===== src/rtl/m_shift_arbiter_pkg.sv =====
// Shared types for the shift arbiter: shift descriptor, shift-type enum and arbiter FSM states.
package p_common;

  localparam int SHIFT_AMT_W = 5;

  // 3-bit type field so that codes 4..7 exist and mean "pass data through"
  typedef enum logic [2:0] {
    SHIFT_SHL = 3'd0,
    SHIFT_SHR = 3'd1,
    SHIFT_ASL = 3'd2,
    SHIFT_ASR = 3'd3
  } e_shift_type;

  typedef struct packed {
    e_shift_type             shift_type;
    logic [SHIFT_AMT_W-1:0]  amt;
  } s_shift;

  typedef enum logic {
    ARB_IDLE = 1'b0,
    ARB_RESP = 1'b1
  } e_arb_state;

endpackage


===== src/rtl/m_shift_arbiter_if.sv =====
// Request/response bundle between NUM_REQ requesters (master) and the shift arbiter (slave).
interface m_shift_arbiter_if #(
  parameter int NUM_REQ = 2,
  parameter int TAG_W   = 4
);
  import p_common::*;

  logic [NUM_REQ-1:0]            req_valid;
  logic [NUM_REQ-1:0][31:0]      req_data;
  s_shift [NUM_REQ-1:0]          req_shift;
  logic [NUM_REQ-1:0][TAG_W-1:0] req_tag;
  logic [NUM_REQ-1:0]            req_ready;
  logic [NUM_REQ-1:0]            rsp_valid;
  logic [31:0]                   rsp_data;
  logic [TAG_W-1:0]              rsp_tag;
  logic [NUM_REQ-1:0]            rsp_ready;

  modport master (
    output req_valid, req_data, req_shift, req_tag, rsp_ready,
    input  req_ready, rsp_valid, rsp_data, rsp_tag
  );

  modport slave (
    input  req_valid, req_data, req_shift, req_tag, rsp_ready,
    output req_ready, rsp_valid, rsp_data, rsp_tag
  );

endinterface


===== src/rtl/m_shift_arbiter_rr_pick.sv =====
// Combinational round-robin picker: first asserted request at or after ptr_i, wrapping.
module m_rr_pick #(
  parameter  int NUM_REQ = 2,
  localparam int PTR_W   = $clog2(NUM_REQ)
) (
  input  logic [NUM_REQ-1:0] req_i,
  input  logic [PTR_W-1:0]   ptr_i,
  output logic [NUM_REQ-1:0] grant_o,
  output logic               valid_o
);

  logic [PTR_W-1:0] idx;

  always_comb begin
    grant_o = '0;
    valid_o = 1'b0;
    idx     = '0;
    for (int i = 0; i < NUM_REQ; i++) begin
      idx = PTR_W'((int'(ptr_i) + i) % NUM_REQ);
      if (!valid_o && req_i[idx]) begin
        grant_o[idx] = 1'b1;
        valid_o      = 1'b1;
      end
    end
  end

endmodule


===== src/rtl/m_shift_arbiter.sv =====
// Round-robin shared barrel shifter with one registered operand stage.
// Define SHIFT_ARB_PIPE_EN to re-arbitrate in RESP on the owner's accept (1 op/cycle).
module m_shift_arbiter
  import p_common::*;
#(
  parameter int NUM_REQ = 2,
  parameter int TAG_W   = 4
) (
  input logic              clk,
  input logic              rst,
  m_shift_arbiter_if.slave bus
);

  localparam int PTR_W = $clog2(NUM_REQ);

  e_arb_state         state_q, state_d;
  logic [PTR_W-1:0]   ptr_q, ptr_d;
  logic [PTR_W-1:0]   owner_q, owner_d;
  logic [31:0]        data_q, data_d;
  s_shift             shift_q, shift_d;
  logic [TAG_W-1:0]   tag_q, tag_d;

  logic [NUM_REQ-1:0] pick_grant;
  logic               pick_valid;
  logic [PTR_W-1:0]   grant_idx;
  logic               arb_en;
  logic               accept;
  logic               owner_done;

  function automatic logic [31:0] shift_op(input logic [31:0] d, input s_shift s);
    case (s.shift_type)
      SHIFT_SHL, SHIFT_ASL: shift_op = d << s.amt;
      SHIFT_SHR:            shift_op = d >> s.amt;
      SHIFT_ASR:            shift_op = $unsigned($signed(d) >>> s.amt);
      default:              shift_op = d;
    endcase
  endfunction

  m_rr_pick #(.NUM_REQ(NUM_REQ)) u_pick (
    .req_i   (bus.req_valid),
    .ptr_i   (ptr_q),
    .grant_o (pick_grant),
    .valid_o (pick_valid)
  );

  assign owner_done = (state_q == ARB_RESP) && bus.rsp_ready[owner_q];

  // Arbitration is blocked while rst is high so no requester sees a phantom accept
  always_comb begin
    arb_en = (state_q == ARB_IDLE);
`ifdef SHIFT_ARB_PIPE_EN
    if (owner_done) arb_en = 1'b1;
`endif
    if (rst) arb_en = 1'b0;
  end

  always_comb begin
    grant_idx = '0;
    for (int i = 0; i < NUM_REQ; i++) begin
      if (pick_grant[i]) grant_idx = PTR_W'(i);
    end
  end

  assign accept = arb_en && pick_valid;

  always_ff @(posedge clk) begin
    if (rst) state_q <= ARB_IDLE;
    else     state_q <= state_d;
  end

  always_comb begin
    state_d = state_q;
    case (state_q)
      ARB_IDLE: if (accept) state_d = ARB_RESP;
      ARB_RESP: if (owner_done) state_d = accept ? ARB_RESP : ARB_IDLE;
      default:  state_d = ARB_IDLE;
    endcase
  end

  always_comb begin
    ptr_d   = ptr_q;
    owner_d = owner_q;
    data_d  = data_q;
    shift_d = shift_q;
    tag_d   = tag_q;
    if (accept) begin
      owner_d = grant_idx;
      ptr_d   = (grant_idx == PTR_W'(NUM_REQ - 1)) ? '0 : grant_idx + PTR_W'(1);
      data_d  = bus.req_data[grant_idx];
      shift_d = bus.req_shift[grant_idx];
      tag_d   = bus.req_tag[grant_idx];
    end
  end

  always_ff @(posedge clk) begin
    if (rst) begin
      ptr_q   <= '0;
      owner_q <= '0;
      data_q  <= '0;
      shift_q <= '0;
      tag_q   <= '0;
    end else begin
      ptr_q   <= ptr_d;
      owner_q <= owner_d;
      data_q  <= data_d;
      shift_q <= shift_d;
      tag_q   <= tag_d;
    end
  end

  always_comb begin
    bus.req_ready = arb_en ? pick_grant : '0;
    bus.rsp_valid = '0;
    if (state_q == ARB_RESP) bus.rsp_valid[owner_q] = 1'b1;
    bus.rsp_data  = shift_op(data_q, shift_q);
    bus.rsp_tag   = tag_q;
  end

endmodule


===== src/flat_wrapper.sv =====
// flat-port wrapper written by rule: the top's interface ports become plain ports
module m_shift_arbiter_flat import p_common::*;
#(
  parameter int NUM_REQ = 2,
  parameter int TAG_W   = 4
)
  (clk, rst, bus_req_valid, bus_req_data, bus_req_shift, bus_req_tag, bus_rsp_ready, bus_req_ready, bus_rsp_valid, bus_rsp_data, bus_rsp_tag);
  m_shift_arbiter_if #(.NUM_REQ(NUM_REQ), .TAG_W(TAG_W)) bus_i ();
  input logic clk;
  input logic rst;
  input wire logic [$bits(bus_i.req_valid)-1:0] bus_req_valid;
  input wire logic [$bits(bus_i.req_data)-1:0] bus_req_data;
  input wire logic [$bits(bus_i.req_shift)-1:0] bus_req_shift;
  input wire logic [$bits(bus_i.req_tag)-1:0] bus_req_tag;
  input wire logic [$bits(bus_i.rsp_ready)-1:0] bus_rsp_ready;
  output wire logic [$bits(bus_i.req_ready)-1:0] bus_req_ready;
  output wire logic [$bits(bus_i.rsp_valid)-1:0] bus_rsp_valid;
  output wire logic [$bits(bus_i.rsp_data)-1:0] bus_rsp_data;
  output wire logic [$bits(bus_i.rsp_tag)-1:0] bus_rsp_tag;
  assign bus_i.req_valid = bus_req_valid;
  assign bus_i.req_data = bus_req_data;
  assign bus_i.req_shift = bus_req_shift;
  assign bus_i.req_tag = bus_req_tag;
  assign bus_i.rsp_ready = bus_rsp_ready;
  assign bus_req_ready = bus_i.req_ready;
  assign bus_rsp_valid = bus_i.rsp_valid;
  assign bus_rsp_data = bus_i.rsp_data;
  assign bus_rsp_tag = bus_i.rsp_tag;
  m_shift_arbiter #(.NUM_REQ(NUM_REQ), .TAG_W(TAG_W)) u_core (.clk(clk), .rst(rst), .bus(bus_i));
endmodule

===== config.mk =====
export PLATFORM = sky130hd
export DESIGN_NAME = m_shift_arbiter_flat
export DESIGN_NICKNAME = d
export VERILOG_FILES = /design/src/rtl/m_shift_arbiter_pkg.sv /design/src/rtl/m_shift_arbiter_if.sv /design/src/rtl/m_shift_arbiter_rr_pick.sv /design/src/rtl/m_shift_arbiter.sv /design/src/flat_wrapper.sv
export SDC_FILE = /design/constraint.sdc
export NUM_CORES = 1
export LEC_CHECK = 0
export ABC_AREA = 1
export CORE_MARGIN = 2
export CORE_UTILIZATION = 57
export DETAILED_ROUTE_END_ITERATION = 6
export PLACE_DENSITY_LB_ADDON = 0.2
export SYNTH_ARGS = -nofsm -noshare
export SYNTH_HDL_FRONTEND = slang
export SYNTH_SLANG_ARGS = --single-unit

===== constraint.sdc =====
create_clock -name clk -period 4.2 [get_ports clk]
set_clock_uncertainty 0.1 [all_clocks]
set_input_delay 0.84 -clock clk [delete_from_list [all_inputs] [get_ports clk]]
set_output_delay 0.84 -clock clk [all_outputs]
set_load 0.05 [all_outputs]

==> results.md <==
* Status: finished with violations
* Violated checks: DRC
* Area of the multi-input gates at 4490 um^2
* Worst slew pin tran at 954 ps
* Startpoint class of the critical path: register
* CP Max Fanout at 12
* Max Slew Vio Count at 0
* Final setup TNS at 0 ps
* CTS root buffer: clkbuf_8
* Non-filler cells, final at 1356
* Hold Vio Cnt, Final at 0
* CTS tree: done
* FF/Latch Area at 942 um^2
* Worst Path Required at 3260 ps
* Final #Nets at 1313
* Netlist area before placement at 6100 um^2
* Top cell type's share of synthesized area at 29.6%
* Leakage at 3.70 nW
* Placed Instances at 1348
* Worst-Skew Late Latency at 320 ps
* First-pass GRT wire length at 39200 um
* Largest net degree at the start of global routing at 73
* Vias in the first global route at 7819
* Fin crit share at 85.4%
* CTS clock-pin slew for the worst setup and hold paths at 120 ps
* GRT Util Overall at 42.5%
* DR pass1 iterations at 7
* Largest area contributor in the netlist: nand3_1
* Crit end category: output pin
* Routability cong. at 1.05
* Max-Cap Viols at 0
* Drt wl/cell at 18.1 um
* H-tree Lvls at 2
* Drt first-iter violations at 1216
* Post-synth EDFFs at 0
* Final setup viols at 0
* P&R area growth vs syn at 26.6%
* GR Overflow Total at 0
* # resized after CTS at 0
* Hold_buf cts at 0
* Post-synthesis sequential area ratio at 15.4%
* Post-Route WL at 24600 um
* Async SR Flop Fraction at 0%
* IO Count at 134
* Mapped Cells at 1136
* N_diodes at 0
* Vias at 8631
* Width of the die at 107 um
* Tmin final at 3590 ps
* Hold Path Cell Cnt at 2
* Synth warn at 0
* Arrival time worst endpoint at 2650 ps
* Vias per cell at 6.37
* FILL cells at 919
* Clock buffer depth at 2
* CTS sink cnt at 47
* Top FF cell, synth: dfxtp_1
* Antenna violation net count after detailed routing at 0
* RSZ-0062 raised after global routing: no
* Worst vdd ir at 0.220 mV
* Rows at 37
* Slew margin rel. at 36.2%
* Fmax at 279 MHz
* WS Path Type: reg2out
* Initial core utilization at 58.9%
* DIE AREA at 11600 um^2
* DPL Wire Length at 18700 um
* Number of setup buffers added after CTS at 0
* Port Buf Inserts at 133
* Yosys cell types at 40
* CTS Buf Count at 5
* Antenna violations before repair at 0
* Worst R2R Path Depth at 8
* Util after Layout at 74.5%
* Post-route cell area at 7730 um^2
* DR DRC count at 12
* Flops & latches, synth at 47
* Mean area per synthesized cell at 5.37 um^2
* Core Area at 10400 um^2
* Layout cell share with drive strength beyond 1 at 9.67%
* DP Area at 7630 um^2
* Die Ht at 107 um
* Worst hold path class: reg2reg
* Power per cell area at 393 nW/um^2
* Synth Net Count at 1230
* Top area cells in the synthesized netlist: nand3_1 (30%), nand2_1 (22%), dfxtp_1 (15%)
==> layer usage <==
layer	up-vias	GRT usage, %	share of wire, %
li1	4019	-	-
met1	3841	52.7	36
met2	640	68.4	45
met3	131	9.44	13
met4	0	23.0	6.1
met5	-	0	0
==> layout make-up <==
class                   count  area share (%)
clock inverters             3           0.372
flip-flops and latches     47            12.2
clock buffers               5           0.891
repair buffers            156            23.5
multi-input cells         958            58.2
inverters                  51            2.62
well taps                 136            2.20
==> synth_stat cells (2+ instances only) <==
cell      instances
o21ai_1          13
inv_1            40
or2_2             2
o32ai_1           6
nor2_8            2
o211ai_1         12
a21oi_1          21
nand3_2           4
nand4_1           8
nand3_1         361
buf_1             5
a22oi_1           2
nor2_1           69
nand2_1         359
buf_2            28
a31o_2            6
clkbuf_1         24
nand2_4           4
buf_4            13
nand2_2          18
o21ai_0          56
dfxtp_1          47
nor3_1            4
nor2_4            3
buf_6             8
inv_2             7
==> power by group <==
part	internal (mW)	switching, mW
combinational	0.783	1.34
sequential	0.498	0.0944
clock	0.126	0.193
==> per-stage QoR <==
stage | setup slack [ps] | total power, mW | hold WS, ps
2_1_floorplan | 1330 | 1.90 | 371
3_3_place_gp | 761 | 2.65 | 367
3_5_place_dp | 700 | 2.67 | 385
4_1_cts | 699 | 2.98 | 410
5_1_grt | 497 | 3.20 | 465
6_report | 613 | 3.04 | 410
==> critical path: stages (launching register included) <==
cell and delay (ps):
dfxtp_1 450, nor2_4 300, inv_2 120, nor2_1 740, nand2_1 130, nor2_1 120, nor2_1 50, a21oi_1 240
buf_12 180
==> final timing paths <==
| check | slack [ps] | start | endpoint |
|---|---|---|---|
| hold / removal | 410 | u_core.bus.rsp_tag[3]$_SDFFE_PP0P_ | u_core.bus.rsp_tag[3]$_SDFFE_PP0P_ |
| setup reg to reg | 2210 | u_core.state_q$_SDFF_PP0_ | u_core.data_q[22]$_SDFFE_PP0P_ |
| hold reg to reg | 410 | u_core.bus.rsp_tag[3]$_SDFFE_PP0P_ | u_core.bus.rsp_tag[3]$_SDFFE_PP0P_ |
| setup / recovery | 610 | u_core.shift_q[5]$_SDFFE_PP0P_ | bus_rsp_data[28] |
==> flip-flops by register name, summed over array words and instances, names as in the netlist <==
register	count
u_core.bus.rsp_tag	4
u_core.owner_q	1
u_core.data_q	32
u_core.state_q	1
u_core.ptr_q	1
u_core.shift_q	8
==> logic make-up after synthesis <==
logic type / synth area share [%]
buffers and inverters: 11.0
DFF: 15.4
AOI/OAI and AO/OA: 11.3
and+or+nand+nor: 62.2
==> placed cells by master, fill, tap and decap left out, types with 2 or more instances in the layout <==
cell               n
nor2_4             3
o211ai_1          12
a31o_2             6
nand3_2            4
inv_6              2
clkdlybuf4s50_1   99
a21oi_1           21
nor3_1             4
nand2_2           18
nor2_1            69
o21ai_0           56
o32ai_1            6
inv_8              2
inv_2              7
inv_1             40
buf_12            32
nand4_1            8
buf_4             25
nand2_1          359
o21ai_1           13
or2_2              2
dfxtp_1           46
nor2_8             2
nand3_1          361
clkbuf_8           5
a22oi_1            2
nand2_4            4
Power figures use the tool's default switching activity.
